### config.mk
export PLATFORM = sky130hd
export DESIGN_NAME = rdy_vld_dispatch
export DESIGN_NICKNAME = d
export VERILOG_FILES = /design/src/rtl/rdy_vld_dispatch.sv
export SDC_FILE = /design/constraint.sdc
export NUM_CORES = 1
export LEC_CHECK = 0
export BUFFER_PORTS_ARGS = -buffer_cell sky130_fd_sc_hd__buf_2
export CAP_MARGIN = 20
export CORE_ASPECT_RATIO = 1.5
export CORE_UTILIZATION = 59
export CTS_CLUSTER_DIAMETER = 100
export DETAILED_ROUTE_END_ITERATION = 10
export GPL_ROUTABILITY_DRIVEN = 0
export PLACE_DENSITY = 0.78
export SLEW_MARGIN = 40
export SYNTH_ARGS = -nofsm -noshare
export SYNTH_HDL_FRONTEND = slang
export SYNTH_SLANG_ARGS = --single-unit
### constraint.sdc
create_clock -name clk -period 4.8 [get_ports clk]
set_clock_uncertainty 0.2 [all_clocks]
set_input_delay 1.2 -clock clk [delete_from_list [all_inputs] [get_ports clk]]
set_output_delay 1.2 -clock clk [all_outputs]
set_load 0.01 [all_outputs]
### src/rtl/rdy_vld_dispatch.sv
// Multi-channel ready/valid dispatcher: one input stream routed by destination
// (or broadcast) into per-channel FIFOs, each drained by its own consumer.
module rdy_vld_dispatch #(
    parameter int NUM_CH   = 4,
    parameter int DATA_W   = 32,
    parameter int DEPTH    = 4,
    parameter int DEST_W   = 4,
    parameter bit BCAST_EN = 1'b1
) (
    input  logic                                  clk,
    input  logic                                  rst,
    input  logic                                  in_vld,
    output logic                                  in_rdy,
    input  logic [DATA_W-1:0]                     in_data,
    input  logic [DEST_W-1:0]                     in_dest,
    input  logic                                  in_bcast,
    output logic [NUM_CH-1:0]                     out_vld,
    input  logic [NUM_CH-1:0]                     out_rdy,
    output logic [NUM_CH*DATA_W-1:0]              out_data,
    output logic [NUM_CH*($clog2(DEPTH)+1)-1:0]   ch_level,
    output logic                                  drop_err,
    output logic [15:0]                           drop_cnt
);

    localparam int PTR_W = $clog2(DEPTH);
    localparam int LVL_W = PTR_W + 1;
    localparam logic [LVL_W-1:0]  FULL_LVL  = LVL_W'(DEPTH);
    localparam logic [DEST_W:0]   NUM_CH_D  = (DEST_W + 1)'(NUM_CH);

    logic [DATA_W-1:0] mem_r    [NUM_CH][DEPTH];
    logic [PTR_W-1:0]  wr_ptr_r [NUM_CH];
    logic [PTR_W-1:0]  rd_ptr_r [NUM_CH];
    logic [LVL_W-1:0]  level_r  [NUM_CH];

    logic [NUM_CH-1:0] full_s;
    logic [NUM_CH-1:0] empty_s;
    logic [NUM_CH-1:0] dest_hit_s;
    logic [NUM_CH-1:0] push_s;
    logic [NUM_CH-1:0] pop_s;
    logic              bcast_s;
    logic              dest_ok_s;
    logic              in_rdy_s;
    logic              accept_s;
    logic              drop_s;
    logic              drop_err_r;
    logic [15:0]       drop_cnt_r;

    // Per-channel status decode from the occupancy registers
    always_comb begin
        full_s     = {NUM_CH{1'b0}};
        empty_s    = {NUM_CH{1'b0}};
        dest_hit_s = {NUM_CH{1'b0}};
        for (int i = 0; i < NUM_CH; i++) begin
            full_s[i]     = (level_r[i] == FULL_LVL);
            empty_s[i]    = (level_r[i] == {LVL_W{1'b0}});
            dest_hit_s[i] = (in_dest == DEST_W'(i));
        end
    end

    // Input acceptance: full is judged on pre-pop occupancy, never on in_vld
    always_comb begin
        bcast_s   = BCAST_EN & in_bcast;
        dest_ok_s = ({1'b0, in_dest} < NUM_CH_D);
        if (rst) begin
            in_rdy_s = 1'b0;
        end else if (bcast_s) begin
            in_rdy_s = ~(|full_s);
        end else if (dest_ok_s) begin
            in_rdy_s = ~(|(full_s & dest_hit_s));
        end else begin
            in_rdy_s = 1'b1;
        end
    end

    // Push/pop/drop strobes for this cycle
    always_comb begin
        accept_s = in_vld & in_rdy_s;
        drop_s   = accept_s & ~bcast_s & ~dest_ok_s;
        push_s   = {NUM_CH{1'b0}};
        pop_s    = {NUM_CH{1'b0}};
        for (int i = 0; i < NUM_CH; i++) begin
            push_s[i] = accept_s & (bcast_s | dest_hit_s[i]);
            pop_s[i]  = ~empty_s[i] & out_rdy[i];
        end
    end

    // FIFO storage; no reset needed since contents are only read while occupied
    always_ff @(posedge clk) begin
        for (int i = 0; i < NUM_CH; i++) begin
            if (push_s[i]) begin
                mem_r[i][wr_ptr_r[i]] <= in_data;
            end
        end
    end

    // FIFO pointers and occupancy; pointers wrap naturally modulo DEPTH
    always_ff @(posedge clk) begin
        if (rst) begin
            for (int i = 0; i < NUM_CH; i++) begin
                wr_ptr_r[i] <= {PTR_W{1'b0}};
                rd_ptr_r[i] <= {PTR_W{1'b0}};
                level_r[i]  <= {LVL_W{1'b0}};
            end
        end else begin
            for (int i = 0; i < NUM_CH; i++) begin
                if (push_s[i]) begin
                    wr_ptr_r[i] <= wr_ptr_r[i] + PTR_W'(1);
                end
                if (pop_s[i]) begin
                    rd_ptr_r[i] <= rd_ptr_r[i] + PTR_W'(1);
                end
                case ({push_s[i], pop_s[i]})
                    2'b10:   level_r[i] <= level_r[i] + LVL_W'(1);
                    2'b01:   level_r[i] <= level_r[i] - LVL_W'(1);
                    default: level_r[i] <= level_r[i];
                endcase
            end
        end
    end

    // Illegal-destination drop pulse and saturating drop counter
    always_ff @(posedge clk) begin
        if (rst) begin
            drop_err_r <= 1'b0;
            drop_cnt_r <= 16'h0000;
        end else begin
            drop_err_r <= drop_s;
            if (drop_s && (drop_cnt_r != 16'hFFFF)) begin
                drop_cnt_r <= drop_cnt_r + 16'h0001;
            end
        end
    end

    assign in_rdy   = in_rdy_s;
    assign out_vld  = ~empty_s;
    assign drop_err = drop_err_r;
    assign drop_cnt = drop_cnt_r;

    for (genvar g = 0; g < NUM_CH; g++) begin : g_out
        assign out_data[g*DATA_W +: DATA_W] = mem_r[g][rd_ptr_r[g]];
        assign ch_level[g*LVL_W +: LVL_W]   = level_r[g];
    end

endmodule
[Word level (Yosys, flattened, before mapping)]
Memory sizes are Yosys's and may differ from the RTL's.
Cells that the tools add are included.
Word-level totals
  memories: 4
  memory bits (read-only): 0
  output and inout bits: 162
  word-level logic and storage cells: 230
  register bits after elaboration: 17
  RAM bits: 540
  latch bits: 0
  input port bits: 44
Memory list
  mem_r: words 4, bits a word 128, read ports 4, clocked after Yosys merged registers in 0, write ports 4, RTL line 30  | logic [DATA_W-1:0] mem_r [NUM_CH][DEPTH];
  level_r: words 4, bits a word 3, read ports 4, clocked after Yosys merged registers in 0, write ports 4, RTL line 33  | logic [LVL_W-1:0] level_r [NUM_CH];
  rd_ptr_r: words 4, bits a word 2, read ports 4, clocked after Yosys merged registers in 0, write ports 4, RTL line 32  | logic [PTR_W-1:0] rd_ptr_r [NUM_CH];
  wr_ptr_r: words 4, bits a word 2, read ports 4, clocked after Yosys merged registers in 0, write ports 4, RTL line 31  | logic [PTR_W-1:0] wr_ptr_r [NUM_CH];
Cells by class
  multiplexer cells: 109
  reduce and logical (&&, ||, !) cells: 16
  divide/modulo/power cells: 0
  equal/unequal tests: 16
  bitwise operators: 53
  shift operators: 0
  $lt $le $gt $ge: 13
  multiply operators: 0
  add/sub/neg operators: 17
Operators by type and width (count)
  $mux 128: 4
  $mux 32: 12
  $bmux 32 s2: 4
  $demux 32 s2: 4
  $mux 1: 65
  $mux 3: 12
  $ge 3x3->1 const B: 8
  $not 2->3: 8
  $or 1x1->1: 24
  $add 16x1->16 const B: 1
  $add 2x1->2 const B: 8
  $mux 2: 8
  $ne 16x16->1 const B: 1
  $add 3x1->3 const B: 4
  $eq 3x3->1 const B: 4
  $logic_not 3->1: 4
  $lt 3x1->1 const B: 4
  $sub 3x1->3 const B: 4
  $and 1x1->1: 11
  $eq 2x1->1 const B: 4
  $eq 2x2->1 const B: 4
  $eq 4x2->1 const B: 2
  $not 1->1: 8
  $reduce_or 2->1: 4
  7 further kinds: 12

[Logic depth before layout (Yosys ltp)]
  depth in word-level cells: 16
  depth in mapped cells: 15
  mapped depth without buffers: 13

[Least setup slack after synthesis]
Ideal clock, no wire load.
  kind: in2reg
  start: in in_dest[0]
  end: mem level_r[0][2] (netlist name), data pin
  path slack: 655 ps
  data required time: 4334 ps
  setup time: 266 ps
  stages: 14
  buffers on the path: 2
  arrival: 3679 ps
  cell sequence: or4_4 a22oi_4 and4b_1 buf_6 and3_4 buf_6 inv_1 ha_1 nand2_1 fa_1 xor2_1 nor3_1 a21oi_1 nor2_1
RTL lines
  start, declared: RTL line 15  | input logic [DEST_W-1:0] in_dest,
  end, declared: RTL line 33

[Worst setup path in the final report]
  start: in in_dest[0]
  end: out in_rdy
Between the ends
  cells in the longest elaborated chain, start to end: 7
  elaborated cells between the ends (all ways): 11
  those cells by class: order compare: 1; eq/ne: 3; mux: 3; bitwise: 2; reduce/logical: 2
RTL lines
  $eq 4x1->1, or another cell as far along: RTL line 56  | dest_hit_s[i] = (in_dest == DEST_W'(i));
  $and 4x4->4: RTL line 69  | in_rdy_s = ~(|(full_s & dest_hit_s));
  $reduce_or 4->1: RTL line 69
  $not 1->1: RTL line 69
  $mux 1 *: RTL line 68  | end else if (dest_ok_s) begin
  $mux 1 *: RTL line 66  | end else if (bcast_s) begin
  $mux 1 *: RTL line 64  | if (rst) begin
  end, declared: RTL line 13  | output logic in_rdy,
Mark *: on every way between the ends. The rest lies on a longest branch, timed or not.

==> results.py <==
metrics = {
    "cts": {
        "ctsHoldBuffers": 0,
        "h-tree-depth": 2,
        "cts_resized": 0,
        "postCtsSetupBuffers": 0,
        "cts.sinks": 557,
        "clock_latency_ns": 0.57,
        "cts-root-buf": "clkbuf_16",
        "cts_tree": "yes",
        "cts_buffer_depth": 3,
        "cts_buffers": 47,
        "clkTransAtPathRegs_ns": 0.06,
    },
    "die": {
        "ios": 206,
        "die_area_um2": 36800,
        "fp-row-count": 84,
        "floorplan.initialDensity_pct": 60.2,
        "fp.coreArea_um2": 35300,
        "die_w_um": 157,
        "die_y_um": 234,
    },
    "grt": {
        "first_global_vias": 10672,
        "grt_first_pass_wirelength_um": 67200,
        "grt_max_degree": 33,
        "use_met3_pct": 4.46,
        "antenna_found_initial": 2,
        "gr-total-overflow": 0,
        "top_usage_layer": "met2",
        "grt_use_total_pct": 26.0,
        "grt_use_met1_pct": 31.9,
        "grtUsageMet2_pct": 46.8,
    },
    "job": {
        "max-cap-violations": 0,
    },
    "finish": {
        "final.fill_count": 2222,
        "syn2layout_area_growth_pct": 15.0,
        "n_antenna_cell": 0,
        "final_common_cell": "edfxtp_1",
        "drive_above_1_share_pct": 35.9,
        "nets": 1287,
        "layout_common_cells": "edfxtp_1, buf_2, mux4_2",
    },
    "sta": {
        "tns_ns": 0,
        "slew_headroom_pct": 42.2,
        "report.final.slew_viol_count": 0,
        "setup_viol": 0,
        "min_period_ns": 4.00,
        "rsz0062_at_grt": "no",
        "fmax_mhz": 250,
        "finalCritPeriodShare_pct": 83.4,
        "worst_pin_slew_ns": 0.867,
        "hold_viol": 0,
    },
    "logic_synthesis": {
        "synth_warnings": 0,
        "synth_edf_count": 540,
        "synth.distinct_cells": 47,
        "async_flop_share_pct": 0,
        "netlist_area_um2": 21200,
        "ys_seq_area_share_pct": 77.9,
        "synth_ff_type": "edfxtp_1",
        "ys_seq_elements": 557,
        "syn-mean-instance-area_um2": 21.9,
        "syn_inst": 972,
        "synthesis.nets": 1047,
    },
    "min_path": {
        "min_path_cells": 2,
        "hold_path.startpoint": "drop_cnt[9]$_SDFFE_PP0P_",
        "hold_end": "drop_cnt[9]$_SDFFE_PP0P_",
        "hold_path_class": "reg2reg",
    },
    "pwr": {
        "power_density_nw_per_um2": 432,
        "peakVddDrop_mv": 0.325,
        "p_comb_share_pct": 12.6,
        "seqPwrFrac_pct": 53.0,
        "switching_share_pct": 23.8,
        "power_frac_clock_pct": 34.4,
        "p_sw_mw": 2.51,
        "power.total_mw": 10.5,
        "intPower_mw": 8.03,
        "leakagePower_nw": 8.18,
    },
    "setup_path": {
        "r2r_cells": 12,
        "r2r_start": "level_r[0][0]$_SDFFCE_PN0P_",
        "r2r-end": "level_r[2][2]$_SDFFCE_PN0P_",
        "path_class": "in2out",
        "crit_path_max_fanout": 8,
        "required_ns": 3.40,
        "r2r_slack_ns": 1.29,
        "cp.arrival_ns": 2.60,
        "startpoint_type": "input port",
        "crit_path_start": "in_dest[0]",
        "endpoint_kind": "output pin",
    },
    "status": {
        "status": "finished, final reports clean",
    },
    "routing": {
        "first_pass_iters": 5,
        "drtIter0Drc": 873,
        "viasPerCell": 6.09,
        "ant_nets": 0,
        "route.detailed.drc": 0,
        "wire_per_inst_um": 27.0,
        "drt_wl_total_um": 46500,
        "vias": 10482,
    },
    "place": {
        "port_buffers": 205,
        "hpwl_um": 28200,
    },
}
-- kinds of logic (layout without fill, tap and decap cells) --
group | Yosys count | in the layout | share of synthesized area (%)
flops | 557 | 557 | 77.9
simple gates | 132 | 132 | 3.43
mux | 130 | 130 | 13.7
buf+inv | 72 | 348 | 1.35
compound gates | 39 | 39 | 1.25
fa+ha+maj | 31 | 31 | 1.93
xor+xnor | 11 | 11 | 0.453
-- Yosys cell counts, types with 3 or more instances --
| library cell | number | area share [%] |
|---|---|---|
| mux4_2 | 128 | 14 |
| o31ai_1 | 3 | 0.11 |
| nor4_1 | 4 | 0.12 |
| xnor2_1 | 8 | 0.33 |
| clkbuf_1 | 26 | 0.46 |
| nand4_1 | 3 | 0.088 |
| a21oi_1 | 11 | 0.26 |
| or3_1 | 10 | 0.29 |
| or2_2 | 3 | 0.088 |
| nor3_1 | 22 | 0.52 |
| and2_1 | 24 | 0.71 |
| o211a_1 | 3 | 0.14 |
| nand2_1 | 21 | 0.37 |
| fa_1 | 3 | 0.28 |
| xor2_1 | 3 | 0.12 |
| or4_1 | 3 | 0.11 |
| dfxtp_1 | 17 | 1.6 |
| nand3_1 | 7 | 0.16 |
| ha_1 | 28 | 1.6 |
| or2_1 | 4 | 0.12 |
| edfxtp_1 | 540 | 76 |
| inv_1 | 30 | 0.53 |
| nor2_1 | 17 | 0.30 |
| o211ai_1 | 5 | 0.18 |
| o21ai_0 | 10 | 0.24 |
| buf_1 | 12 | 0.21 |
-- state kept, by name, summed over array words and instances, names as in the netlist --
register,count
mem_r,512
drop_cnt,16
level_r,12
rd_ptr_r,8
wr_ptr_r,8
drop_err,1
-- through the flow --
stage	cell area, um^2	utilization, %	setup WS [ns]	hold WS, ns	std cells
floorplan	21200	-	0.655	0.308	972
global placement	23000	65.1	0.520	0.291	1636
detailed placement	23000	65.1	0.382	0.305	1636
CTS	24400	69.2	0.807	0.317	1721
global route	24400	69.2	0.674	0.336	1721
finish	24400	69.2	0.799	0.316	1721
-- power groups by stage --
stage	registers [mW]	logic, mW	clock network, mW
after CTS	5.59	1.35	3.67
final	5.59	1.33	3.63
after detailed placement	5.69	1.33	0
after global placement	5.68	1.32	0
after global routing	5.60	1.43	3.84
after floorplan	5.66	0.797	0
-- worst max-delay path: stages --
cell     delay (ns)
buf_2          0.12
or4_4          0.55
a22oi_4        0.28
and4b_1        0.29
buf_2          0.16
-- how the worst max path moves through the flow --
stage,endpoint,slack [ns],cells after the start
floorplan,level_r[0][2]$_SDFFCE_PN0P_,0.66,14
global placement,level_r[2][2]$_SDFFCE_PN0P_,0.52,13
detailed placement,level_r[2][2]$_SDFFCE_PN0P_,0.38,13
CTS,in_rdy,0.81,5
global route,level_r[2][2]$_SDFFCE_PN0P_,0.67,13
finish,in_rdy,0.80,5
-- final cells by class --
type | count | area, um^2 | share of cell area [%]
Sequential cell | 557 | 16600 | 67.8
Multi-Input combinational cell | 343 | 4420 | 18.1
Timing Repair Buffer | 232 | 1300 | 5.34
Clock buffer | 59 | 1220 | 5.00
Tap cell | 473 | 592 | 2.42
Clock inverter | 26 | 211 | 0.866
Inverter | 31 | 116 | 0.476
-- routing by layer --
layer  vias to the layer above  part of all wire [%]
met2                       466                    55
li1                       4465                     -
met4                         2                   2.9
met1                      5466                    36
met5                         -                 0.028
met3                        83                   6.5
(Power assumes the default switching activity.)
